==> src/rtl/cp0_pkg.sv <==
// Shared definitions for the coprocessor-0 register file.
// Contents:
//   - CP0 register numbers used by mfc0/mtc0 decoding
//   - ExcCode values written into Cause
//   - bit positions of the SR and Cause fields
//   - exception handler entry address
package cp0_pkg;

    localparam logic [4:0] CP0_SR    = 5'd12;
    localparam logic [4:0] CP0_CAUSE = 5'd13;
    localparam logic [4:0] CP0_EPC   = 5'd14;
    localparam logic [4:0] CP0_PRID  = 5'd15;

    typedef enum logic [4:0] {
        EXC_INT  = 5'd0,
        EXC_ADEL = 5'd4,
        EXC_ADES = 5'd5,
        EXC_RI   = 5'd10,
        EXC_OV   = 5'd12
    } exc_code_e;

    // SR fields
    localparam int unsigned SR_IM_LO     = 10;
    localparam int unsigned SR_IM_HI     = 15;
    localparam int unsigned SR_EXL       = 1;
    localparam int unsigned SR_IE        = 0;

    // Cause fields
    localparam int unsigned CAUSE_BD     = 31;
    localparam int unsigned CAUSE_IP_LO  = 10;
    localparam int unsigned CAUSE_IP_HI  = 15;
    localparam int unsigned CAUSE_EXC_LO = 2;
    localparam int unsigned CAUSE_EXC_HI = 6;

    localparam logic [31:0] HANDLER_ADDR = 32'h0000_4180;

endpackage

==> src/rtl/cp0_req_gen.sv <==
// Exception/interrupt entry decision (purely combinational).
// Ports:
//   i_im        SR.IM interrupt mask
//   i_hw_int    device interrupt lines (level)
//   i_exl       SR.EXL
//   i_ie        SR.IE
//   i_exc_code  pending synchronous exception code, 0 = none
//   o_int_pend  masked interrupt pending and enabled
//   o_exc_pend  synchronous exception pending
//   o_int_req   take entry this cycle
//   o_exc_code  ExcCode to latch into Cause on entry
module cp0_req_gen
    import cp0_pkg::*;
#(
    parameter int unsigned HW_INT = 6
) (
    input  logic [HW_INT-1:0] i_im,
    input  logic [HW_INT-1:0] i_hw_int,
    input  logic              i_exl,
    input  logic              i_ie,
    input  logic [4:0]        i_exc_code,
    output logic              o_int_pend,
    output logic              o_exc_pend,
    output logic              o_int_req,
    output logic [4:0]        o_exc_code
);

    always_comb begin
        o_int_pend = (|(i_hw_int & i_im)) & i_ie & ~i_exl;
        o_exc_pend = (i_exc_code != 5'd0) & ~i_exl;
        o_int_req  = o_int_pend | o_exc_pend;
        // Interrupt outranks a simultaneous synchronous exception.
        o_exc_code = o_int_pend ? EXC_INT : i_exc_code;
    end

endmodule

==> src/rtl/cp0_regfile.sv <==
// MIPS coprocessor 0: SR, Cause, EPC and PRId with mfc0/mtc0/eret support
// and exception/interrupt entry. Sits in the M stage.
// Ports:
//   clk, reset   system clock, synchronous active-high reset
//   rd_addr      mfc0 register number; rd_data is combinational
//   wr_addr/wr_data/we   mtc0 write
//   epc_in       word-aligned, delay-slot-adjusted return address
//   bd_in        M-stage instruction sits in a delay slot
//   exc_code     pending exception code, 0 = none
//   hw_int       level-sensitive device interrupt lines
//   exl_clr      eret in M stage
//   rd_data      mfc0 read data
//   epc_out      current EPC (eret target)
//   int_req      take exception/interrupt this cycle (flush, jump to handler)
module cp0_regfile
    import cp0_pkg::*;
#(
    parameter logic [31:0] PRID   = 32'h0019_1217,
    parameter int unsigned HW_INT = 6
) (
    input  logic              clk,
    input  logic              reset,
    input  logic [4:0]        rd_addr,
    input  logic [4:0]        wr_addr,
    input  logic [31:0]       wr_data,
    input  logic              we,
    input  logic [31:0]       epc_in,
    input  logic              bd_in,
    input  logic [4:0]        exc_code,
    input  logic [HW_INT-1:0] hw_int,
    input  logic              exl_clr,
    output logic [31:0]       rd_data,
    output logic [31:0]       epc_out,
    output logic              int_req
);

    logic [HW_INT-1:0] r_im;
    logic              r_exl;
    logic              r_ie;
    logic              r_bd;
    logic [HW_INT-1:0] r_ip;
    logic [4:0]        r_exc;
    logic [31:0]       r_epc;

    logic              w_int_pend;
    logic              w_exc_pend;
    logic              w_int_req;
    logic [4:0]        w_exc_code;
    logic [31:0]       w_sr;
    logic [31:0]       w_cause;

    cp0_req_gen #(
        .HW_INT (HW_INT)
    ) u_req_gen (
        .i_im       (r_im),
        .i_hw_int   (hw_int),
        .i_exl      (r_exl),
        .i_ie       (r_ie),
        .i_exc_code (exc_code),
        .o_int_pend (w_int_pend),
        .o_exc_pend (w_exc_pend),
        .o_int_req  (w_int_req),
        .o_exc_code (w_exc_code)
    );

    // IP mirrors the interrupt lines every cycle, independent of reset.
    always_ff @(posedge clk) begin
        r_ip <= hw_int;
    end

    // Priority: reset > entry > eret > mtc0. A mtc0 in an entry cycle
    // belongs to the flushed instruction and is discarded.
    always_ff @(posedge clk) begin
        if (reset) begin
            r_im  <= '0;
            r_exl <= 1'b0;
            r_ie  <= 1'b0;
            r_bd  <= 1'b0;
            r_exc <= '0;
            r_epc <= '0;
        end else if (w_int_req) begin
            r_exl <= 1'b1;
            r_bd  <= bd_in;
            r_epc <= epc_in;
            r_exc <= w_exc_code;
        end else if (exl_clr) begin
            r_exl <= 1'b0;
        end else if (we) begin
            case (wr_addr)
                CP0_SR: begin
                    r_im  <= wr_data[SR_IM_LO +: HW_INT];
                    r_exl <= wr_data[SR_EXL];
                    r_ie  <= wr_data[SR_IE];
                end
                CP0_EPC: r_epc <= {wr_data[31:2], 2'b00};
                default: ;
            endcase
        end
    end

    always_comb begin
        w_sr                              = '0;
        w_sr[SR_IM_LO +: HW_INT]          = r_im;
        w_sr[SR_EXL]                      = r_exl;
        w_sr[SR_IE]                       = r_ie;

        w_cause                           = '0;
        w_cause[CAUSE_BD]                 = r_bd;
        w_cause[CAUSE_IP_LO +: HW_INT]    = r_ip;
        w_cause[CAUSE_EXC_LO +: 5]        = r_exc;
    end

    always_comb begin
        rd_data = '0;
        case (rd_addr)
            CP0_SR:    rd_data = w_sr;
            CP0_CAUSE: rd_data = w_cause;
            CP0_EPC:   rd_data = r_epc;
            CP0_PRID:  rd_data = PRID;
            default:   rd_data = '0;
        endcase
    end

    assign epc_out = r_epc;
    assign int_req = w_int_req;

endmodule

==> config.mk <==
export PLATFORM = sky130hd
export DESIGN_NAME = cp0_regfile
export DESIGN_NICKNAME = d
export VERILOG_FILES = /design/src/rtl/cp0_pkg.sv /design/src/rtl/cp0_req_gen.sv /design/src/rtl/cp0_regfile.sv
export SDC_FILE = /design/constraint.sdc
export NUM_CORES = 1
export LEC_CHECK = 0
export ABC_CLOCK_PERIOD_IN_PS = 1600
export BUFFER_PORTS_ARGS = -buffer_cell sky130_fd_sc_hd__buf_2
export CORE_MARGIN = 2
export CORE_UTILIZATION = 30
export DETAILED_ROUTE_END_ITERATION = 16
export MAX_ROUTING_LAYER = met4
export PLACE_DENSITY = 0.6
export SLEW_MARGIN = 10
export SYNTH_ARGS = -nofsm -noshare
export SYNTH_HDL_FRONTEND = slang
export SYNTH_SLANG_ARGS = --single-unit
==> constraint.sdc <==
create_clock -name clk -period 1.6 [get_ports clk]
set_input_delay 0.16 -clock clk [delete_from_list [all_inputs] [get_ports clk]]
set_output_delay 0.16 -clock clk [all_outputs]
set_load 0.1 [all_outputs]
Word-level counts from Yosys, hierarchy flattened. Cells that the tools add are included. Widths: inputs -> output; s select.

Flip-flop bits (word level): 52. Input bits: 90. Output and inout port bits: 65. Word-level logic and storage cells: 41.

Equal/unequal tests: 7. Mux-type cells: 10. Bitwise gates (word level): 8. Reduce and logical (&&, ||, !) cells: 9.

Operator list (number): $mux 32 (4); $pmux 32 s4 (1); $eq 5x4->1 const B (6); $and 6x6->6 (1); $reduce_bool 3->1 (2); $reduce_or 6->1 (1); $mux 5 (1); $reduce_bool 5->1 (1); $mux 1 (4); $reduce_and 4->1 (1); $reduce_bool 2->1 (2); $and 1x1->1 (3); $not 1->1 (3); $reduce_and 3->1 (1); $ne 2x1->1 const B (1); $reduce_and 2->1 (1); $or 1x1->1 (1).

Longest topological paths before layout. Gate-level depths: netlist of the first run.

Word-level depth: 7. Mapped depth: 6. Mapped depth without buffers: 5.

Hierarchy. Synthesis of the first run repeated with hierarchy kept, for this count alone.

Cells, all modules: 343. Area, all modules: 3076.7 um^2.

Modules (own cells, without submodules): cp0_regfile (times used 1, cells each 329, area an instance 2962.8 um^2, sequential area each 1041.0 um^2); cp0_req_gen (times used 1, cells each 14, area an instance 113.9 um^2, sequential area each 0.0 um^2).

Worst setup path after synthesis of the first run. Ideal clock, no wire load.

Kind: flip-flop to output port. Start point: reg r_epc[12], in the netlist epc_out[12]. End point: out rd_data[12]. Data arrival time: 3.112 ns. Required time: 1.440 ns. Path slack: -1.672 ns. Stages on the path, launching flop included: 3. Path buffers: 0. Cell sequence: dfxtp_1 -> nor2_1 -> nor3_1.

Word-level cells in the longest chain between the ends: 1.

Ends and longest elaborated chain: start, declared (line cp0_regfile.sv:43) `logic [31:0] r_epc;`; start signal, assigned (line cp0_regfile.sv:84) `r_epc <= epc_in;`; start signal, assigned (line cp0_regfile.sv:95) `CP0_EPC: r_epc <= {wr_data[31:2], 2'b00};`; $pmux 32 s4 (line cp0_regfile.sv:115) `case (rd_addr)`; end, declared (line cp0_regfile.sv:32) `output logic [31:0] rd_data,`.

No other way between the ends.

Worst setup path in the final report of the first run.
Start point: reg r_im[2]. End point: out int_req.

Word-level cells in the longest chain between the ends: 5.

Ends and longest elaborated chain: start, declared (line cp0_regfile.sv:37) `logic [HW_INT-1:0] r_im;`; start signal, assigned (line cp0_regfile.sv:91) `r_im <= wr_data[SR_IM_LO +: HW_INT];`; $and 6x6->6 (line cp0_req_gen.sv:29) `o_int_pend = (|(i_hw_int & i_im)) & i_ie & ~i_exl;`; $reduce_or 6->1 (line cp0_req_gen.sv:29); $and 1x1->1 (2 in a row) (line cp0_req_gen.sv:29); $or 1x1->1 (line cp0_req_gen.sv:31) `o_int_req = o_int_pend | o_exc_pend;`; end, declared (line cp0_regfile.sv:34) `output logic int_req`.

No other way between the ends.

==> flow_results.org, run 1 <==
** Setup path
- In this run the critical register-to-register path is launched from r_im[0]$_SDFFE_PP0P_.
- Element type at the critical path start :: register
- The worst setup path is of the reg -> out kind.
- The worst register-to-register path has a depth of 7.
- Register-to-Register Setup Slack :: -0.01 ns
- Req. time, crit path :: 1.44 ns
- At the worst endpoint, the arrival time is 1.49 ns.
- Critical path fanouts, max :: 2
- In this run the critical register-to-register path is captured at r_ie$_SDFFE_PP0P_.
- The worst setup path is captured at a primary output.

** Synth
- Share of cell area taken by muxes after synthesis :: 14.79%
- In the synthesized netlist the dominant register cell turns out to be sky130_fd_sc_hd__dfxtp_1.
- Synthesis produced a netlist whose cell count is 310.
- Synthesis Warnings :: 0
- After synthesis, the netlist uses 33 different library cells.
- Simple-gate portion of the synthesized area :: 15.20%
- Mean instance size in the synthesized netlist :: 8.734 µm²
- Number of flip-flops and latches in the synthesized netlist :: 52
- Post-synthesis share of cell area spent on full adders, half adders and majority gates :: 0%
- Share of the synthesized area in compound gates (AO/OA/AOI/OAI) :: 25.42%
- Sequential elements use 38.45% of the synthesized area.
- After Yosys synthesis, XOR and XNOR cells account for 0% of the synthesized area.
- After synthesis, the largest family of logic cells by area is compound AO/OA/AOI/OAI gates.
- In the synthesized netlist the async set-or-reset flop fraction comes to 0%.
- When the netlist entered floorplanning its net count stood at 400.
- Number of enable flip-flop cells after synthesis :: 0
- The cell area that synthesis handed to floorplanning was 2708 µm².

** Power
- Per report_power, the clock group accounts for 21.9% of the total.
- Internal Power :: 0.002181 W
- In this run the static leakage power is 2.005 nW.
- The analysis attributes to net switching a power of 0.001567 W.
- Total Power Consumption :: 0.003748 W
- Relative contribution of sequential cells to total power :: 39.3%
- In this run the power density over the cells is 737.9 nW/µm².
- Maximum vdd ir drop :: 0.0003774 V
- In this run switching power makes up 41.81% of total power.
- Combinational cell fraction of total power :: 38.8%

** Placed design
- Placer's final routability congestion estimate :: 0.8287
- The placed instances occupy a cell area of 4489 µm².
- Once detailed placement completed, the half-perimeter wirelength came to 7331 µm.
- In this run the tool buffered the top-level ports with 154 buffer cells.

** Finish
- Summing all multi-input logic gate instances after layout gives 1971 µm².
- Fraction of final layout cells sized beyond drive strength 1 :: 69.45%
- Filler cell count :: 750
- At the end of the flow, the number of nets in the layout was 580.
- Total non-filler cell area in the finished layout :: 5080 µm²
- Leaving out fill and tap cells, the most frequent cell in the layout is sky130_fd_sc_hd__buf_2.
- # diodes :: 0
- Signed area change from the synthesized netlist to the final layout :: 87.62%
- Combined flip-flop and latch cell area :: 1102 µm²
- The library cells used most frequently in the layout, excluding fill and tap cells, are sky130_fd_sc_hd__buf_2, sky130_fd_sc_hd__mux2i_1, sky130_fd_sc_hd__buf_12.

** Worst hold path
- Start point of the worst min-delay path :: epc_in[12]
- Endpoint of the worst hold-timing path :: epc_out[12]$_SDFFE_PP0P_
- In this run the worst hold path is classified as in -> reg.
- Counting instances, the worst hold path has a depth of 3.

** Status
- The final reports fail on setup timing.
- Outcome :: finished, violations left

** Global route
- For this run, the total global-route usage over all layers was measured as 20.09%.
- The number of global-route vias before repair is 3131.
- Wire length of the first global-routing pass :: 15410 µm
- Entering global routing, the biggest net connects 33 pins.
- After global routing the overflow that remains totals 0.
- Initial antenna violation count :: 0

** Timing
- Final clock skew :: 0.007037 ns
- The final hold violation count is 0.
- Static timing analysis puts the maximum clock frequency at 606.2 MHz.
- Setup violators final :: 4
- Worst Hold Margin :: 0.1154 ns
- The worst pin sits at a relative slew slack of 66.21%.
- The worst path in the final design needs a cycle of 1.650 ns, including I/O delays and setup.
- Unrepaired setup endpoints after global routing :: yes
- The max-slew violation total from the final report is 0.
- After layout, the worst path uses 103.1% of the clock period.
- Least-Margin Pin Slew :: 0.5104 ns
- Accumulated negative setup slack :: -0.07777 ns
- Min setup slack post-route :: -0.04966 ns

** Drt
- The final route contains 3095 vias.
- DRC violations left :: 0
- Wires add up to 10210 µm.
- Initial detailed-routing violation count :: 80
- Average detailed-routed wire length per instance :: 17.05 µm
- The count of nets left with antenna violations once routing finished came out at 0.
- First drt pass iteration count :: 4
- Average vias per placed instance :: 5.167

** Floorplan
- DIE HEIGHT :: 99 µm
- Die Area :: 9801 µm²
- During I/O placement, the number of pins put on the boundary was 155.
- Starting density of the core :: 31.05%
- The floorplan has 34 rows.
- The core region is 8721 µm².
- Die span in x :: 99 µm

** CTS
- Deepest clock path buffer count :: 2
- TritonCTS built the clock tree.
- Counting the buffers created by CTS gives 5.
- Clock latency of the later-clocked register in the worst-skew pair :: 0.31 ns
- H-tree Lvls :: 2
- Clock Pin Slew Worst Setup and Hold Paths :: 0.10 ns
- Root cell of the clock tree :: sky130_fd_sc_hd__clkbuf_8
- Clk sinks :: 52

** Job
- The tool flagged a number of max-cap violations equal to 0.
[Yosys cell counts (3+ instances only)]
master | count | share of area [%]
sky130_fd_sc_hd__nand4_1 | 7 | 1.6
sky130_fd_sc_hd__a211oi_1 | 31 | 8.6
sky130_fd_sc_hd__or4_1 | 3 | 0.83
sky130_fd_sc_hd__and2_1 | 14 | 3.2
sky130_fd_sc_hd__nand2b_1 | 3 | 0.69
sky130_fd_sc_hd__a21oi_1 | 48 | 8.9
sky130_fd_sc_hd__nor2_1 | 30 | 4.2
sky130_fd_sc_hd__clkbuf_1 | 16 | 2.2
sky130_fd_sc_hd__nor2b_1 | 5 | 1.2
sky130_fd_sc_hd__o21ai_0 | 6 | 1.1
sky130_fd_sc_hd__a22oi_1 | 7 | 1.9
sky130_fd_sc_hd__inv_1 | 5 | 0.69
sky130_fd_sc_hd__nand2_1 | 5 | 0.69
sky130_fd_sc_hd__dfxtp_1 | 52 | 38
sky130_fd_sc_hd__o31ai_1 | 8 | 2.2
sky130_fd_sc_hd__buf_2 | 10 | 1.8
sky130_fd_sc_hd__mux2i_1 | 40 | 15
sky130_fd_sc_hd__buf_6 | 3 | 1.2
[state kept, by name (all words and copies together), names as in the netlist]
name and flops:
r_ip 6, r_bd 1, r_exl 1, r_im 6, epc_out 32, r_ie 1, r_exc 5
[kinds of logic (layout without fill, tap and decap cells)]
family / count (synthesis) / in the layout
AO/OA/AOI/OAI: 108 / 108
buffers and inverters: 35 / 216
flip-flops: 52 / 52
multiplexers: 40 / 40
AND/OR/NAND/NOR: 75 / 75
[repair_timing]
| item | CTS | global route |
|---|---|---|
| gates cloned | 1 | 2 |
| endpoints found under the hold margin | 6 | 0 |
| pin swaps | 15 | 24 |
| hold buffers | 6 | 0 |
| setup buffers | 6 | 3 |
| setup endpoints to repair | 7 | 50 |
| gates resized for setup | 22 | 57 |
[layout make-up]
type	instances	area share, %
Inverter	6	0.5911
Clock buffer	6	1.626
Clock inverter	2	0.2709
Tap cell	108	2.660
Sequential cell	52	21.70
Timing Repair Buffer	202	34.36
Multi-Input combinational cell	223	38.79
[worst max-delay path, cell delays in order (launching register included)]
cell	delay [ns]
sky130_fd_sc_hd__dfxtp_2	0.35
sky130_fd_sc_hd__a22oi_2	0.10
sky130_fd_sc_hd__a311oi_4	0.43
sky130_fd_sc_hd__nor2_8	0.07
sky130_fd_sc_hd__inv_8	0.07
sky130_fd_sc_hd__buf_12	0.16
[power by group through the flow]
stage	Sequential, W	Clock, W	Combinational, W
global route	0.00149	0.000889	0.00153
floorplan	0.00202	0	0.000437
global placement	0.00150	0	0.00131
detailed placement	0.00150	0	0.00132
CTS	0.00147	0.000840	0.00137
finish	0.00147	0.000820	0.00146
[layer usage]
metal | track usage, % | share of wire (%)
met5 | - | 0
met4 | 4.953 | 1.7
met3 | 3.333 | 5.8
met2 | 34.51 | 50
met1 | 24.53 | 43
[how the worst max path moves through the flow]
stage,slack (ns),startpoint,to
floorplan,-0.13,rd_addr[4],rd_data[21]
global placement,-0.16,exc_code[3],int_req
finish,-0.05,r_im[2]$_SDFFE_PP0P_,int_req
global route,-0.10,r_im[2]$_SDFFE_PP0P_,int_req
CTS,-0.08,r_im[0]$_SDFFE_PP0P_,int_req
detailed placement,-0.23,exc_code[3],r_im[0]$_SDFFE_PP0P_
[metrics by stage]
step / worst slack (ns) / instances / utilization [%]
2_1_floorplan: -0.1304 / 310 / -
3_3_place_gp: -0.1620 / 576 / 51.48
3_5_place_dp: -0.2345 / 576 / 51.48
4_1_cts: -0.08215 / 596 / 55.15
5_1_grt: -0.1033 / 599 / 58.25
6_report: -0.04966 / 599 / 58.25
No activity file was read; power rests on OpenSTA's default activity.
==> run 2: changes to the inputs <==
--- a/config.mk
+++ b/config.mk
@@ -5,13 +5,13 @@
 export SDC_FILE = /design/constraint.sdc
 export NUM_CORES = 1
 export LEC_CHECK = 0
-export ABC_CLOCK_PERIOD_IN_PS = 1600
+export ABC_CLOCK_PERIOD_IN_PS = 1500
 export BUFFER_PORTS_ARGS = -buffer_cell sky130_fd_sc_hd__buf_2
 export CORE_MARGIN = 2
 export CORE_UTILIZATION = 30
 export DETAILED_ROUTE_END_ITERATION = 16
-export MAX_ROUTING_LAYER = met4
 export PLACE_DENSITY = 0.6
+export SKIP_LAST_GASP = 1
 export SLEW_MARGIN = 10
 export SYNTH_ARGS = -nofsm -noshare
 export SYNTH_HDL_FRONTEND = slang
==> constraint.sdc (replaced) <==
create_clock -name clk -period 1.5 [get_ports clk]
set_input_delay 0.15 -clock clk [delete_from_list [all_inputs] [get_ports clk]]
set_output_delay 0.15 -clock clk [all_outputs]
set_load 0.1 [all_outputs]
==> flow_results.org, run 2 (synthesis results as in run 1) <==
** Global route
- The number of global-route vias before repair was 3162 (+0.99%).
- Initial antenna violation count :: 0 (unchanged)
- Wire length of the first global-routing pass :: 15620 µm (+1.4%)
- The global-route congestion overflow total came to 0 (unchanged).
- GR Util All Layers :: 19.62% (-0.47 points)
- The largest net degree at the start of global routing is 45 (+36%).

** Timing
- After layout, the worst path uses 110.4% of the clock period.
- The max-slew violation total from the final report is 0 (unchanged).
- The worst path in the final design needs a cycle of 1.656 ns, including I/O delays and setup.
- The total setup violations reported at the end of the flow is 27 (+23).
- Unrepaired setup endpoints after global routing :: yes
- The worst-margin pin slew is 0.5166 ns (+0.006116 ns).
- Slew Limit Headroom :: 65.80% (-0.40 points)
- Derived from the worst setup path, the maximum achievable clock frequency is 603.9 MHz.
- The final hold violation count came to 0 (unchanged).
- Final clock skew :: 0.01270 ns (+0.005662 ns)
- Worst Hold Margin :: 0.1167 ns (+0.001286 ns)
- The accumulated negative setup slack is -1.267 ns (-1.189 ns).
- The final critical-path setup slack is -0.1560 ns (-0.1064 ns).

** Power
- Internal Power :: 0.002262 W (+3.7%)
- The clock network fraction of total power was 20.4% (-1.5 points).
- Switching power as a share of total power :: 41.80% (about the same)
- Combinational cell fraction of total power :: 39.1% (+0.3 points)
- The worst ir drop on vdd came to 0.0005119 V (+36%).
- Relative contribution of sequential cells to total power :: 40.5% (+1.2 points)
- The net switching power of the design came to 0.001624 W (+3.7%).
- The ratio of total power to cell area was 751.1 nW/µm² (+1.8%).
- Leak Pwr :: 2.069 nW (+3.2%)
- The post-layout total power was 0.003886 W (+3.7%).

** Finish
- The number of flip-flops in the largest register was 32 (unchanged).
- The final cell utilization of the core is 59.33% (+1.1 points).
- Commonest non-fill, non-tap cell in the layout :: sky130_fd_sc_hd__buf_2
- The final net count was 587 (+1.2%).
- The footprint of the flip-flops and latches was 1115 µm² (+1.1%).
- Filler cell count :: 748 (-0.27%)
- Footprint of the multi-input gates :: 1962 µm² (-0.44%)
- Commonest cells after routing, fill and taps aside :: sky130_fd_sc_hd__buf_2, sky130_fd_sc_hd__mux2i_1, sky130_fd_sc_hd__buf_12
- # diodes :: 0 (unchanged)
- Fraction of final layout cells sized beyond drive strength 1 :: 67.27% (-2.2 points)
- Post-route insts no fill :: 606 (+1.2%)
- The area growth from synthesis to layout is 91.08%.

** Worst hold path
- The worst hold path begins at epc_in[4].
- The number of cells traversed by the worst hold path is 3 (unchanged).
- For hold timing, the worst endpoint is epc_out[4]$_SDFFE_PP0P_.
- The min-delay analysis places its worst path in the category in -> reg.

** CTS
- Clk sinks :: 52 (unchanged)
- TritonCTS clock tree :: built
- Clock Pin Slew Worst Setup and Hold Paths :: 0.10 ns (about the same)
- The maximum clock insertion buffer count is 2 (unchanged).
- TritonCTS buffer count :: 5 (unchanged)
- Clock latency of the later-clocked register in the worst-skew pair :: 0.31 ns (about the same)
- The root buffer cell chosen for the clock tree is sky130_fd_sc_hd__clkbuf_8.
- H-tree Lvls :: 2 (unchanged)

** Floorplan
- Number of cell rows :: 34 (unchanged)
- The number of I/O pins is 155 (unchanged).
- Core region area :: 8721 µm² (unchanged)
- The effective utilization at floorplan came to 31.05% (unchanged).
- The horizontal die dimension is 99 µm (unchanged).
- The die height came to 99 µm (unchanged).
- Die Area :: 9801 µm² (unchanged)

** Job
- Number of violations of the max-capacitance limit :: 0 (unchanged)

** Drt
- DRC violations left :: 0 (unchanged)
- The number of DRC markers in iteration 0 was 81 (+1.3%).
- The highest layer touched by signal routing is met4.
- Average detailed-routed wire length per instance :: 16.83 µm (-1.3%)
- Routed Wire Length :: 10200 µm (-0.12%)
- Routed metal-1 wirelength :: 4259 µm (-2.2%)
- WL met2 :: 5253 µm (+3.2%)
- Met3 Wirelength :: 550 µm (-6.9%)
- Antenna viol nets, final :: 0 (unchanged)
- Average vias per placed instance :: 5.153 (-0.26%)
- First drt pass iteration count :: 4 (unchanged)
- Total number of vias :: 3123 (+0.90%)

** Setup path
- The endpoint identified for the worst register-to-register timing path is epc_out[13]$_SDFFE_PP0P_.
- Largest stage delay, worst path :: 0.46 ns (+0.03 ns)
- Req. time, crit path :: 1.35 ns (-0.09 ns)
- Critical path cell sequence :: a22oi_2, a311oi_4, nor2_8, inv_8, buf_12
- Element type at the critical path end :: primary output
- The minimum setup slack among reg-to-reg paths came to -0.13 ns (-0.12 ns).
- CP max stage cell :: sky130_fd_sc_hd__a311oi_4
- The maximum fanout along the worst path is 3 (+1).
- The critical path in this run is classified as reg -> out.
- Tracing the worst setup path back leads to its startpoint at r_im[0]$_SDFFE_PP0P_.
- The data arrival time of the worst path is 1.51 ns (+0.02 ns).
- Reg-to-reg critical path startpoint :: r_im[0]$_SDFFE_PP0P_
- Worst-case reg-to-reg path depth :: 6 (-1)
- Element type at the critical path start :: register

** Status
- The final reports fail on setup timing.
- Outcome :: finished, violations left

** Placed design
- Detail Placement HPWL :: 7273 µm (-0.79%)
- The port buffer count was 154 (unchanged).
- Post-placement cell count :: 581 (+0.87%)
- The global placer's final weighted congestion was 0.8009 (-3.4%).
-- run 2: changes by cell type in the layout (fill, tap and decap cells not counted), moves of 4 or more --
cell                       delta
sky130_fd_sc_hd__and2_4       +9
sky130_fd_sc_hd__a211oi_2    -11
sky130_fd_sc_hd__a21oi_1      +6
sky130_fd_sc_hd__dfxtp_2      -5
sky130_fd_sc_hd__a211oi_1    +11
sky130_fd_sc_hd__dfxtp_4      +5
sky130_fd_sc_hd__buf_8        +4
sky130_fd_sc_hd__a21oi_2      -9
sky130_fd_sc_hd__and2_2       -9
-- run 2: timing repair --
| action | CTS | global route |
|---|---|---|
| gates cloned | 3 | 1 |
| setup buffers | 6 | 5 |
| pin swaps | 13 | 58 |
| hold buffers | 5 | 1 |
| gates resized for setup | 38 | 42 |
| hold endpoints to repair | 6 | 1 |
| setup endpoints to repair | 50 | 71 |
-- run 2: how the worst max path moves through the flow --
stage	to	slack, ns	cells past startpoint
floorplan	rd_data[12]	-0.16	2
finish	int_req	-0.16	5
CTS	int_req	-0.15	5
detailed placement	epc_out[5]$_SDFFE_PP0P_	-0.27	6
global route	int_req	-0.22	5
global placement	epc_out[17]$_SDFFE_PP0P_	-0.21	6
-- run 2: critical path: cells and delay by family, from the launching register on --
kind / cells / cell delay [ns]
AO/OA/AOI/OAI: 2 / 0.56
buffers and inverters: 2 / 0.23
flip-flops: 1 / 0.34
AND/OR/NAND/NOR: 1 / 0.08
-- run 2: area by class of cell --
| type | instances | area share, % |
|---|---|---|
| tap | 108 | 2.612 |
| multi-input combinational | 223 | 37.92 |
| clock buffer | 6 | 1.403 |
| sequential | 52 | 21.55 |
| inverter | 6 | 0.5804 |
| clock inverter | 2 | 0.2418 |
| timing repair buffer | 209 | 35.70 |
-- run 2: power groups by stage --
stage	Combinational [W]	Sequential, W	Clock [W]
after floorplan	0.000478	0.00215	0
after global placement	0.00139	0.00160	0
after detailed placement	0.00141	0.00160	0
after CTS	0.00145	0.00157	0.000812
after global routing	0.00159	0.00159	0.000894
final	0.00152	0.00157	0.000791
-- run 2: stage by stage --
step | setup slack (ns) | area, µm²
after CTS | -0.1488 | 4947
after detailed placement | -0.2653 | 4572
final | -0.1560 | 5174
after floorplan | -0.1581 | 3028
after global placement | -0.2146 | 4572
after global routing | -0.2212 | 5174
-- run 2: metal layers --
metal  vias up  track usage, %
met5         -               0
met4         0           5.374
met1      1484           24.30
li1       1522               -
met2       105           35.24
met3        12           2.979
==> run 3: changes to the inputs <==
--- a/config.mk
+++ b/config.mk
@@ -7,10 +7,12 @@
 export LEC_CHECK = 0
 export ABC_CLOCK_PERIOD_IN_PS = 1500
 export BUFFER_PORTS_ARGS = -buffer_cell sky130_fd_sc_hd__buf_2
+export CAP_MARGIN = 20
 export CORE_MARGIN = 2
 export CORE_UTILIZATION = 30
 export DETAILED_ROUTE_END_ITERATION = 16
 export PLACE_DENSITY = 0.6
+export SKIP_CTS_REPAIR_TIMING = 1
 export SKIP_LAST_GASP = 1
 export SLEW_MARGIN = 10
 export SYNTH_ARGS = -nofsm -noshare
==> flow_results.org, run 3 (synthesis results as in run 1) <==
** CTS
- The maximum clock insertion buffer count is 2 (unchanged).
- H-tree Lvls :: 2 (unchanged)
- Clock latency of the later-clocked register in the worst-skew pair :: 0.31 ns (about the same)
- The CTS clock-pin slew for the worst setup and hold paths was 0.09 ns (about the same).
- TritonCTS built the clock tree.
- Root cell of the clock tree :: sky130_fd_sc_hd__clkbuf_8
- The number of clock buffers inserted by TritonCTS came to 5 (unchanged).
- The number of clock sinks came to 52 (unchanged).

** Finish
- In the layout the commonest cells are sky130_fd_sc_hd__buf_2, sky130_fd_sc_hd__mux2i_1, sky130_fd_sc_hd__a21oi_1.
- The share of cells above drive strength 1 came to 62.63% (-4.6 points).
- Number of nets in the final layout :: 584 (-0.51%)
- The area of the multi-input gates came to 1810 µm² (-7.7%).
- Commonest non-fill, non-tap cell in the layout :: sky130_fd_sc_hd__buf_2
- Total non-filler cell area in the finished layout :: 4922 µm² (-4.9%)
- Combined flip-flop and latch cell area :: 1112 µm² (-0.22%)
- The number of antenna repair diodes came to 0 (unchanged).
- Max FFs per register :: 32 (unchanged)
- The number of filler cells placed in the layout was 769 (+2.8%).
- Signed area change from the synthesized netlist to the final layout :: 81.79%

** Setup path
- Critical path cell sequence :: a22oi_2, a311oi_2, buf_4, nor2_8, inv_8, buf_12
- The worst setup path is launched from a register.
- The count of buffer and inverter cells on the critical path is 3 (+1).
- The maximum fanout along the worst path came to 3 (unchanged).
- The maximum cell stage delay along the critical path is 0.34 ns (-0.12 ns).
- CP max stage cell :: sky130_fd_sc_hd__dfxtp_2
- The data arrival time of the worst path was 1.46 ns (-0.05 ns).
- STA classifies the critical path endpoint as a primary output.
- Reg-to-reg critical path startpoint :: r_im[1]$_SDFFE_PP0P_
- Critical path's top delay family :: buffers and inverters
- The worst setup path is of the reg -> out kind.
- The data required time at the worst endpoint came to 1.35 ns (about the same).
- The critical path starts at r_im[1]$_SDFFE_PP0P_.

** Floorplan
- Die span in x :: 99 µm (unchanged)
- The effective utilization at floorplan is 31.05% (unchanged).
- The number of I/O pins came to 155 (unchanged).
- The die height came to 99 µm (unchanged).
- The area of the core region came to 8721 µm² (unchanged).
- Number of cell rows :: 34 (unchanged)
- Die Area :: 9801 µm² (unchanged)

** Timing
- Unrepaired setup endpoints after global routing :: yes
- The final cycle utilization of the critical path is 107.6% (-2.8 points).
- The clock period minus worst slack came to 1.614 ns (-0.04249 ns).
- The accumulated negative setup slack came to -1.350 ns (-0.08272 ns).
- The clock skew after layout is 0.01081 ns (-0.001892 ns).
- Number of pins exceeding their max-slew limit in the final report :: 0 (unchanged)
- The peak clock frequency supported by timing is 619.8 MHz (+2.6%).
- Final Hold Vio Count :: 0 (unchanged)
- Least-Margin Pin Slew :: 0.6025 ns (+0.08593 ns)
- Worst Hold Margin :: 0.1127 ns (-0.003991 ns)
- The worst slew margin relative to its limit is 59.65% (-6.1 points).
- The total setup violations reported at the end of the flow came to 31 (+15%).
- The final critical-path setup slack was -0.1136 ns (+0.04249 ns).

** Global route
- The number of antenna violations at the first check in global routing was 0 (unchanged).
- The largest net degree at the start of global routing came to 45 (unchanged).
- Vias in the first global route :: 3023 (-4.4%)
- Overflow after GRT :: 0 (unchanged)
- GR Util All Layers :: 18.29% (-1.3 points)
- The wire length of the first global-routing pass was 14640 µm (-6.3%).

** Drt
- Average vias per placed instance :: 5.095 (-1.1%)
- The post-detailed-routing wire length was 9723 µm (-4.7%).
- The number of DRC markers in iteration 0 was 71 (-12%).
- The first-pass iteration count of the detailed router came to 4 (unchanged).
- The vias after detailed routing came to 3072 (-1.6%).
- Antenna viol nets, final :: 0 (unchanged)
- DRC violations left :: 0 (unchanged)
- Average detailed-routed wire length per instance :: 16.12 µm (-4.2%)

** Worst hold path
- Start point of the worst min-delay path :: wr_data[11]
- Class of the worst hold path :: in -> reg

** Status
- The checks that failed: setup timing.
- The run finished, with violations left.

** Power
- Leak Pwr :: 1.995 nW (-3.6%)
- The ratio of total power to cell area came to 775.3 nW/µm² (+3.2%).
- Maximum vdd ir drop :: 0.0005080 V (-0.76%)

** Placed design
- The port buffer count came to 154 (unchanged).
- The cell area reported after detailed placement came to 4572 µm² (unchanged).
- Setup slack at placement :: -0.2653 ns (unchanged)
- Detail Placement HPWL :: 7273 µm (unchanged)
- The global placer's final weighted congestion came to 0.8009 (unchanged).

** Job
- Number of violations of the max-capacitance limit :: 0 (unchanged)
==> run 3: power by group <==
part	leakage [nW]	total [W]	switching [W]	internal (W)
sequential	0.446	0.00157	0.0000788	0.00149
clock	0.0412	0.000790	0.000463	0.000327
combinational	1.51	0.00145	0.00104	0.000411
total	1.99	0.00382	0.00158	0.00223
==> run 3: area by class of cell <==
class	count	area share [%]
clock buffers	6	1.474
well taps	108	2.745
repair buffers	206	35.54
clock inverters	2	0.2542
inverters	6	0.6101
multi-input cells	223	36.78
flip-flops and latches	52	22.60
==> run 3: metal layers <==
| metal | track usage (%) | vias to the layer above | wire length (µm) |
|---|---|---|---|
| met5 | 0 | - | 0 |
| met3 | 2.908 | 15 | 610 |
| met2 | 32.17 | 121 | 4843 |
| met4 | 5.585 | 0 | 174 |
| met1 | 22.90 | 1426 | 4094 |
| li1 | - | 1510 | - |
==> run 3: final timing paths <==
check,end,slack (ns),cells past startpoint
worst min register to register,r_bd$_SDFFE_PP0P_,0.48,2
worst min-delay path,r_im[1]$_SDFFE_PP0P_,0.11,3
worst max register to register,epc_out[13]$_SDFFE_PP0P_,-0.07,5
worst max-delay path,int_req,-0.11,6
==> run 3: per-stage QoR <==
step | std cells | utilization (%) | total power (W)
floorplan | 310 | - | 0.002630
global placement | 581 | 52.42 | 0.002993
detailed placement | 581 | 52.42 | 0.003009
CTS | 589 | 53.40 | 0.003792
global route | 603 | 56.44 | 0.003999
finish | 603 | 56.44 | 0.003816
==> run 3: worst min-delay path: cells and delay by family <==
family                 cells  cell delay [ns]
buffers and inverters      1             0.11
AND/OR/NAND/NOR            1             0.06
AO/OA/AOI/OAI              1             0.06
